### src/rtl/dmem_arbiter_pkg.sv
// Shared types and defaults for the data-memory arbiter.
// Provides the FSM state encoding, the default widths and a one-hot helper.
package dmem_arb_pkg;

    typedef enum logic [0:0] {
        ARB    = 1'b0,
        LOCKED = 1'b1
    } arb_state_t;

    localparam int DEF_W       = 8;
    localparam int DEF_A       = 8;
    localparam int DEF_MAXLOCK = 4;

    // One-hot decode of a requester index (up to 8 requesters).
    function automatic logic [7:0] onehot8(input logic [2:0] idx);
        onehot8 = 8'b0000_0001 << idx;
    endfunction

endpackage

### src/rtl/dmem_arbiter_rr_pick.sv
// Combinational round-robin picker: first active request strictly after i_last,
// wrapping modulo N, returned both one-hot and as an index.
module rr_pick #(
    parameter int N  = 2,
    parameter int IW = (N > 1) ? $clog2(N) : 1
) (
    input  logic [N-1:0]  i_req,
    input  logic [IW-1:0] i_last,
    output logic [N-1:0]  o_gnt,
    output logic [IW-1:0] o_idx,
    output logic          o_valid
);

    logic [IW-1:0] w_pos;
    logic          w_hit;

    // Scan N positions starting just after the previous winner; the first hit wins.
    always_comb begin
        o_gnt   = '0;
        o_idx   = '0;
        o_valid = 1'b0;
        w_pos   = '0;
        w_hit   = 1'b0;
        for (int k = 1; k <= N; k++) begin
            w_pos        = IW'((int'(i_last) + k) % N);
            w_hit        = i_req[w_pos] & ~o_valid;
            o_gnt[w_pos] = w_hit;
            o_idx        = w_hit ? w_pos : o_idx;
            o_valid      = o_valid | w_hit;
        end
    end

endmodule

### src/rtl/dmem_arbiter.sv
// Round-robin arbiter for a single-port data memory with a bounded lock,
// same-cycle grant and registered read return.
module dmem_arbiter
    import dmem_arb_pkg::*;
#(
    parameter int N       = 2,
    parameter int W       = DEF_W,
    parameter int A       = DEF_A,
    parameter int MAXLOCK = DEF_MAXLOCK
) (
    input  logic           clk,
    input  logic           reset,
    input  logic [N-1:0]   req,
    input  logic [N-1:0]   we,
    input  logic [N-1:0]   lock,
    input  logic [N*A-1:0] addr,
    input  logic [N*W-1:0] wdata,
    output logic [N-1:0]   gnt,
    output logic [N-1:0]   rvalid,
    output logic [W-1:0]   rdata,
    output logic           mem_write_en,
    output logic [A-1:0]   mem_addr,
    output logic [W-1:0]   mem_data_in,
    input  logic [W-1:0]   mem_data_out
);

    localparam int IW = (N > 1) ? $clog2(N) : 1;
    localparam int CW = (($clog2(MAXLOCK) + 1) < 3) ? 3 : ($clog2(MAXLOCK) + 1);
    localparam logic [CW-1:0] CNT_MAX = CW'(MAXLOCK);
    localparam logic [CW-1:0] CNT_SAT = '1;

    arb_state_t    r_state;
    arb_state_t    w_state_nxt;
    logic [IW-1:0] r_last;
    logic [IW-1:0] w_last_nxt;
    logic [IW-1:0] r_owner;
    logic [IW-1:0] w_owner_nxt;
    logic [CW-1:0] r_lock_cnt;
    logic [CW-1:0] w_cnt_nxt;
    logic [CW-1:0] w_cnt_inc;
    logic [N-1:0]  r_rvalid;
    logic [W-1:0]  r_rdata;

    logic [N-1:0]  w_pick_gnt;
    logic [IW-1:0] w_pick_idx;
    logic          w_pick_valid;
    logic [N-1:0]  w_owner_oh;
    logic [N-1:0]  w_sel_gnt;
    logic [IW-1:0] w_sel_idx;
    logic          w_sel_valid;
    logic          w_go;

    rr_pick #(
        .N  (N),
        .IW (IW)
    ) u_pick (
        .i_req   (req),
        .i_last  (r_last),
        .o_gnt   (w_pick_gnt),
        .o_idx   (w_pick_idx),
        .o_valid (w_pick_valid)
    );

    assign w_owner_oh = N'(onehot8(3'(r_owner)));

    // Grant source: round-robin picker in ARB, the held owner in LOCKED.
    always_comb begin
        w_sel_gnt   = '0;
        w_sel_idx   = '0;
        w_sel_valid = 1'b0;
        case (r_state)
            ARB: begin
                w_sel_gnt   = w_pick_gnt;
                w_sel_idx   = w_pick_idx;
                w_sel_valid = w_pick_valid;
            end
            LOCKED: begin
                w_sel_idx   = r_owner;
                w_sel_valid = req[r_owner];
                w_sel_gnt   = req[r_owner] ? w_owner_oh : '0;
            end
            default: begin
                w_sel_valid = 1'b0;
            end
        endcase
    end

    // Reset gates the memory side asynchronously so no write lands at a reset edge.
    assign w_go         = reset & w_sel_valid;
    assign gnt          = w_go ? w_sel_gnt : '0;
    assign mem_write_en = w_go & we[w_sel_idx];
    assign mem_addr     = w_go ? addr[w_sel_idx*A +: A] : '0;
    assign mem_data_in  = w_go ? wdata[w_sel_idx*W +: W] : '0;

    // Next state: lock entry, saturating hold count and the three release causes.
    always_comb begin
        w_state_nxt = r_state;
        w_last_nxt  = r_last;
        w_owner_nxt = r_owner;
        w_cnt_nxt   = r_lock_cnt;
        w_cnt_inc   = (r_lock_cnt == CNT_SAT) ? r_lock_cnt : (r_lock_cnt + CW'(1'b1));
        case (r_state)
            ARB: begin
                if (w_sel_valid) begin
                    w_last_nxt = w_sel_idx;
                    if (lock[w_sel_idx] && (MAXLOCK > 1)) begin
                        w_state_nxt = LOCKED;
                        w_owner_nxt = w_sel_idx;
                        w_cnt_nxt   = CW'(1'b1);
                    end else begin
                        w_state_nxt = ARB;
                        w_cnt_nxt   = '0;
                    end
                end else begin
                    w_cnt_nxt = '0;
                end
            end
            LOCKED: begin
                if (w_sel_valid) begin
                    w_last_nxt = r_owner;
                    if (!lock[r_owner] || (w_cnt_inc >= CNT_MAX)) begin
                        w_state_nxt = ARB;
                        w_cnt_nxt   = '0;
                    end else begin
                        w_cnt_nxt = w_cnt_inc;
                    end
                end else begin
                    w_state_nxt = ARB;
                    w_cnt_nxt   = '0;
                end
            end
            default: begin
                w_state_nxt = ARB;
                w_cnt_nxt   = '0;
            end
        endcase
    end

    // Arbitration state register; requester 0 wins first after reset.
    always_ff @(posedge clk or negedge reset) begin
        if (!reset) begin
            r_state    <= ARB;
            r_last     <= IW'(N - 1);
            r_owner    <= '0;
            r_lock_cnt <= '0;
        end else begin
            r_state    <= w_state_nxt;
            r_last     <= w_last_nxt;
            r_owner    <= w_owner_nxt;
            r_lock_cnt <= w_cnt_nxt;
        end
    end

    // Read return: capture memory data and pulse rvalid for the granted reader.
    always_ff @(posedge clk or negedge reset) begin
        if (!reset) begin
            r_rvalid <= '0;
            r_rdata  <= '0;
        end else if (w_sel_valid && !we[w_sel_idx]) begin
            r_rvalid <= w_sel_gnt;
            r_rdata  <= mem_data_out;
        end else begin
            r_rvalid <= '0;
        end
    end

    assign rvalid = r_rvalid;
    assign rdata  = r_rdata;

endmodule

### config.mk
export PLATFORM = sky130hd
export DESIGN_NAME = dmem_arbiter
export DESIGN_NICKNAME = d
export VERILOG_FILES = /design/src/rtl/dmem_arbiter_pkg.sv /design/src/rtl/dmem_arbiter_rr_pick.sv /design/src/rtl/dmem_arbiter.sv
export SDC_FILE = /design/constraint.sdc
export NUM_CORES = 1
export LEC_CHECK = 0
export BUFFER_PORTS_ARGS = -buffer_cell sky130_fd_sc_hd__buf_2
export CELL_PAD_IN_SITES_DETAIL_PLACEMENT = 0
export CELL_PAD_IN_SITES_GLOBAL_PLACEMENT = 1
export CORE_UTILIZATION = 28
export CTS_BUF_LIST = sky130_fd_sc_hd__clkbuf_4 sky130_fd_sc_hd__clkbuf_8 sky130_fd_sc_hd__clkbuf_16
export DETAILED_ROUTE_END_ITERATION = 6
export PLACE_DENSITY_LB_ADDON = 0.08
export SLEW_MARGIN = 30
export SYNTH_ARGS = -nofsm -noshare
export SYNTH_HDL_FRONTEND = slang
export SYNTH_SLANG_ARGS = --single-unit
### constraint.sdc
create_clock -name clk -period 3.3 [get_ports clk]
set_input_delay 0.33 -clock clk [delete_from_list [all_inputs] [get_ports clk]]
set_output_delay 0.33 -clock clk [all_outputs]
set_load 0.05 [all_outputs]
==> summary.txt <==
Run status
  • Outcome: complete, no violations

Yosys
  • Synthesized cell area: 995 um2
  • Top cell type by total area after synthesis: dfrtp_1
  • Post-synthesis register bit count: 16
  • Synth warn: 0
  • Post-synth EDFFs: 0
  • Top cell type's share of synthesized area: 37.7%
  • Synth top area cells: dfrtp_1 (38%), nand2_1 (14%), a21oi_1 (9.6%)
  • Sequential share of the synthesized area: 40.4%
  • Top FF cell, synth: dfrtp_1
  • Count leader, synth: nand2_1
  • Synthesized area per cell: 8.22 um2
  • Post-synth top cells: nand2_1 (37), a21oi_1 (19), dfrtp_1 (15)
  • Compound-Gate Fraction of Synth Area: 22.4%
  • Post-Syn Instances: 121
  • Synth Area in Simple Gates: 19.7%
  • Mux share of post-synthesis cell area: 10.1%
  • Largest family of logic cells by synthesized area: compound AO/OA/AOI/OAI gates
  • XOR/XNOR share of the synthesized area: 0%
  • Post-synth ARST share: 100%
  • Synth Area in Adders: 1.26%
  • Syn nets: 170
  • Yosys cell types: 31

Global routing
  • Antenna violations before repair: 0
  • Total GRT Usage: 15.0%
  • Vias in the first global route: 956
  • Total gr overflow: 0
  • First-pass GRT wire length: 4200 um
  • Pin count of the biggest net entering global routing: 21

Placement
  • PortBufs: 76
  • GPL Wtd Cong: 0.788
  • Final HPWL DP: 2150 um
  • Placed insts: 236
  • Area after DPL: 1400 um2

Setup path
  • CP required: 2.97 ns
  • FF-to-FF Start: r_state
  • Critical path's slowest cell: a21o_1
  • Worst R2R Setup Slack: 1.03 ns
  • Reg2reg end: rdata[7]
  • WP buf/inv: 1
  • CP Depth: 5
  • Critical Path Start: r_state
  • Crit. End Element: primary output
  • Delay-heaviest family, CP: compound AO/OA/AOI/OAI gates
  • Setup Crit Path Kind: flip-flop to primary output
  • R2R depth: 4
  • CP Cell Sequence: nor2b_1 > a21o_1 > nand2_1 > a21oi_1 > buf_2
  • Crit path DAT: 2.40 ns
  • Crit-path max FO: 20
  • Max stage delay on crit path: 0.64 ns
  • CP Capture Point: mem_addr[2]
  • CP startpoint kind: flip-flop

Floorplanning
  • Die H: 61.6 um
  • Die Width: 61.6 um
  • # IOs: 77
  • Initial core utilization: 29.6%
  • Core ar.: 3360 um2
  • Die ar.: 3790 um2
  • Row count: 21

Layout
  • Layout cells sized above 1: 47.7%
  • Non-filler cells, final: 241
  • Nets: 245
  • Area growth, synth to finish: 44.9%
  • Cell area after layout: 1440 um2
  • Utilization after layout: 42.9%
  • Antenna diode count: 0

CTS
  • H-tree depth: 1
  • Clock transition at path regs: 0.11 ns
  • Postcts setup bufs: 0
  • Clk_lat worst skew: 0.30 ns
  • Hold_buf cts: 1
  • CTS max path bufs: 2
  • CTS tree: built
  • Clk root buf: clkbuf_4
  • PostCTS Resize Cnt: 0
  • # clock sinks: 16
  • Inserted Clock Buffers: 3

Detailed routing
  • WL final: 2780 um
  • DRC violation count after routing: 0
  • Via density per instance: 4.53
  • Routed Antenna Nets: 0
  • Post-DR wirelength/cell: 11.5 um
  • Via count: 1091
  • DR iter-0 viols: 56
  • DRT Pass-1 Iters: 4

STA
  • Post-route clock period utilization: 82.9%
  • Pins over their slew limit: 0
  • Rel. slew slack: 52.6%
  • Setup Viol. Count Final: 0
  • Unrepaired setup endpoints after global routing: false
  • FMAX: 366 MHz
  • Worst slew pin tran: 0.712 ns
  • Final Skew: 0.0145 ns
  • Sum of negative setup slack: 0 ns
  • Fin crit period: 2.73 ns
  • Fin Hold WS: 0.226 ns
  • Final hold viol count: 0

Power
  • Pwr dens: 891 nW/um2
  • Peak supply drop: 0.000455 V
  • Leak: 0.773 nW

Flow run
  • MaxCap Viol Count: 0

Hold path
  • Hold Crit Class: input port to flip-flop
worst min path at each step:
| stage | end | from | slack (ns) | cells past startpoint |
|---|---|---|---|---|
| global placement | rvalid[0] | reset | 0.27 | 1 |
| CTS | rvalid[1] | we[1] | 0.22 | 2 |
| global route | rvalid[1] | we[1] | 0.23 | 2 |
| floorplan | r_lock_cnt[0] | reset | 0.03 | 0 |
| detailed placement | rvalid[0] | reset | 0.28 | 1 |
| finish | rvalid[1] | we[1] | 0.23 | 2 |
state kept, by name, summed over array words and instances (netlist names):
signal and count:
r_lock_cnt 3, r_owner 1, rdata 8, rvalid 2, r_state 1, r_last 1
cell families (layout without fill, tap and decap cells):
group,Yosys count,in the layout
muxes,9,9
other,1,1
DFF,16,16
and+or+nand+nor,48,48
adders and majority gates,1,1
buffers and inverters,12,86
AOI/OAI and AO/OA,34,34
cells in the final DEF (no fill, tap or decap), types with 2 or more instances in the layout:
master    instances
buf_2            76
dfrtp_1          15
nand2_1          37
clkbuf_4          3
inv_1             5
a211oi_1          4
mux2_2            8
nor2_1            3
a21oi_1          19
nor3_1            2
stage by stage:
stage,power [W],worst slack [ns]
after floorplan,0.000986,0.505
after global placement,0.00115,1.02
after detailed placement,0.00116,0.929
after CTS,0.00130,0.559
after global routing,0.00137,0.343
final,0.00128,0.565
final cells by class:
class | instances | area [um2]
fillers | 390 | 1920
repair buffers | 77 | 390
well taps | 46 | 57.6
flip-flops and latches | 16 | 402
multi-input cells | 93 | 537
inverters | 5 | 18.8
clock buffers | 4 | 36.3
routing by layer:
layer  track usage (%)  vias to the layer above  part of all wire (%)
li1                  -                      559                     -
met1              17.9                      497                    41
met2              26.3                       33                    52
met3              4.41                        2                   6.3
met4              3.49                        0                  0.14
met5                 0                        -                     0
worst reg2reg max path, stage by stage, from the launching register on:
cell	delay, ns
dfrtp_1	0.48
and2_0	0.26
a21o_1	0.44
a211oi_4	0.57
mux2_2	0.40
where the power goes:
group / leakage (nW) / switching, W / internal, W
Combinational: 0.557 / 0.000594 / 0.000226
Sequential: 0.195 / 0.0000510 / 0.000277
Clock: 0.0210 / 0.0000692 / 0.0000672
Total: 0.773 / 0.000714 / 0.000571
Note: power is estimated with default switching activity, not from simulation.
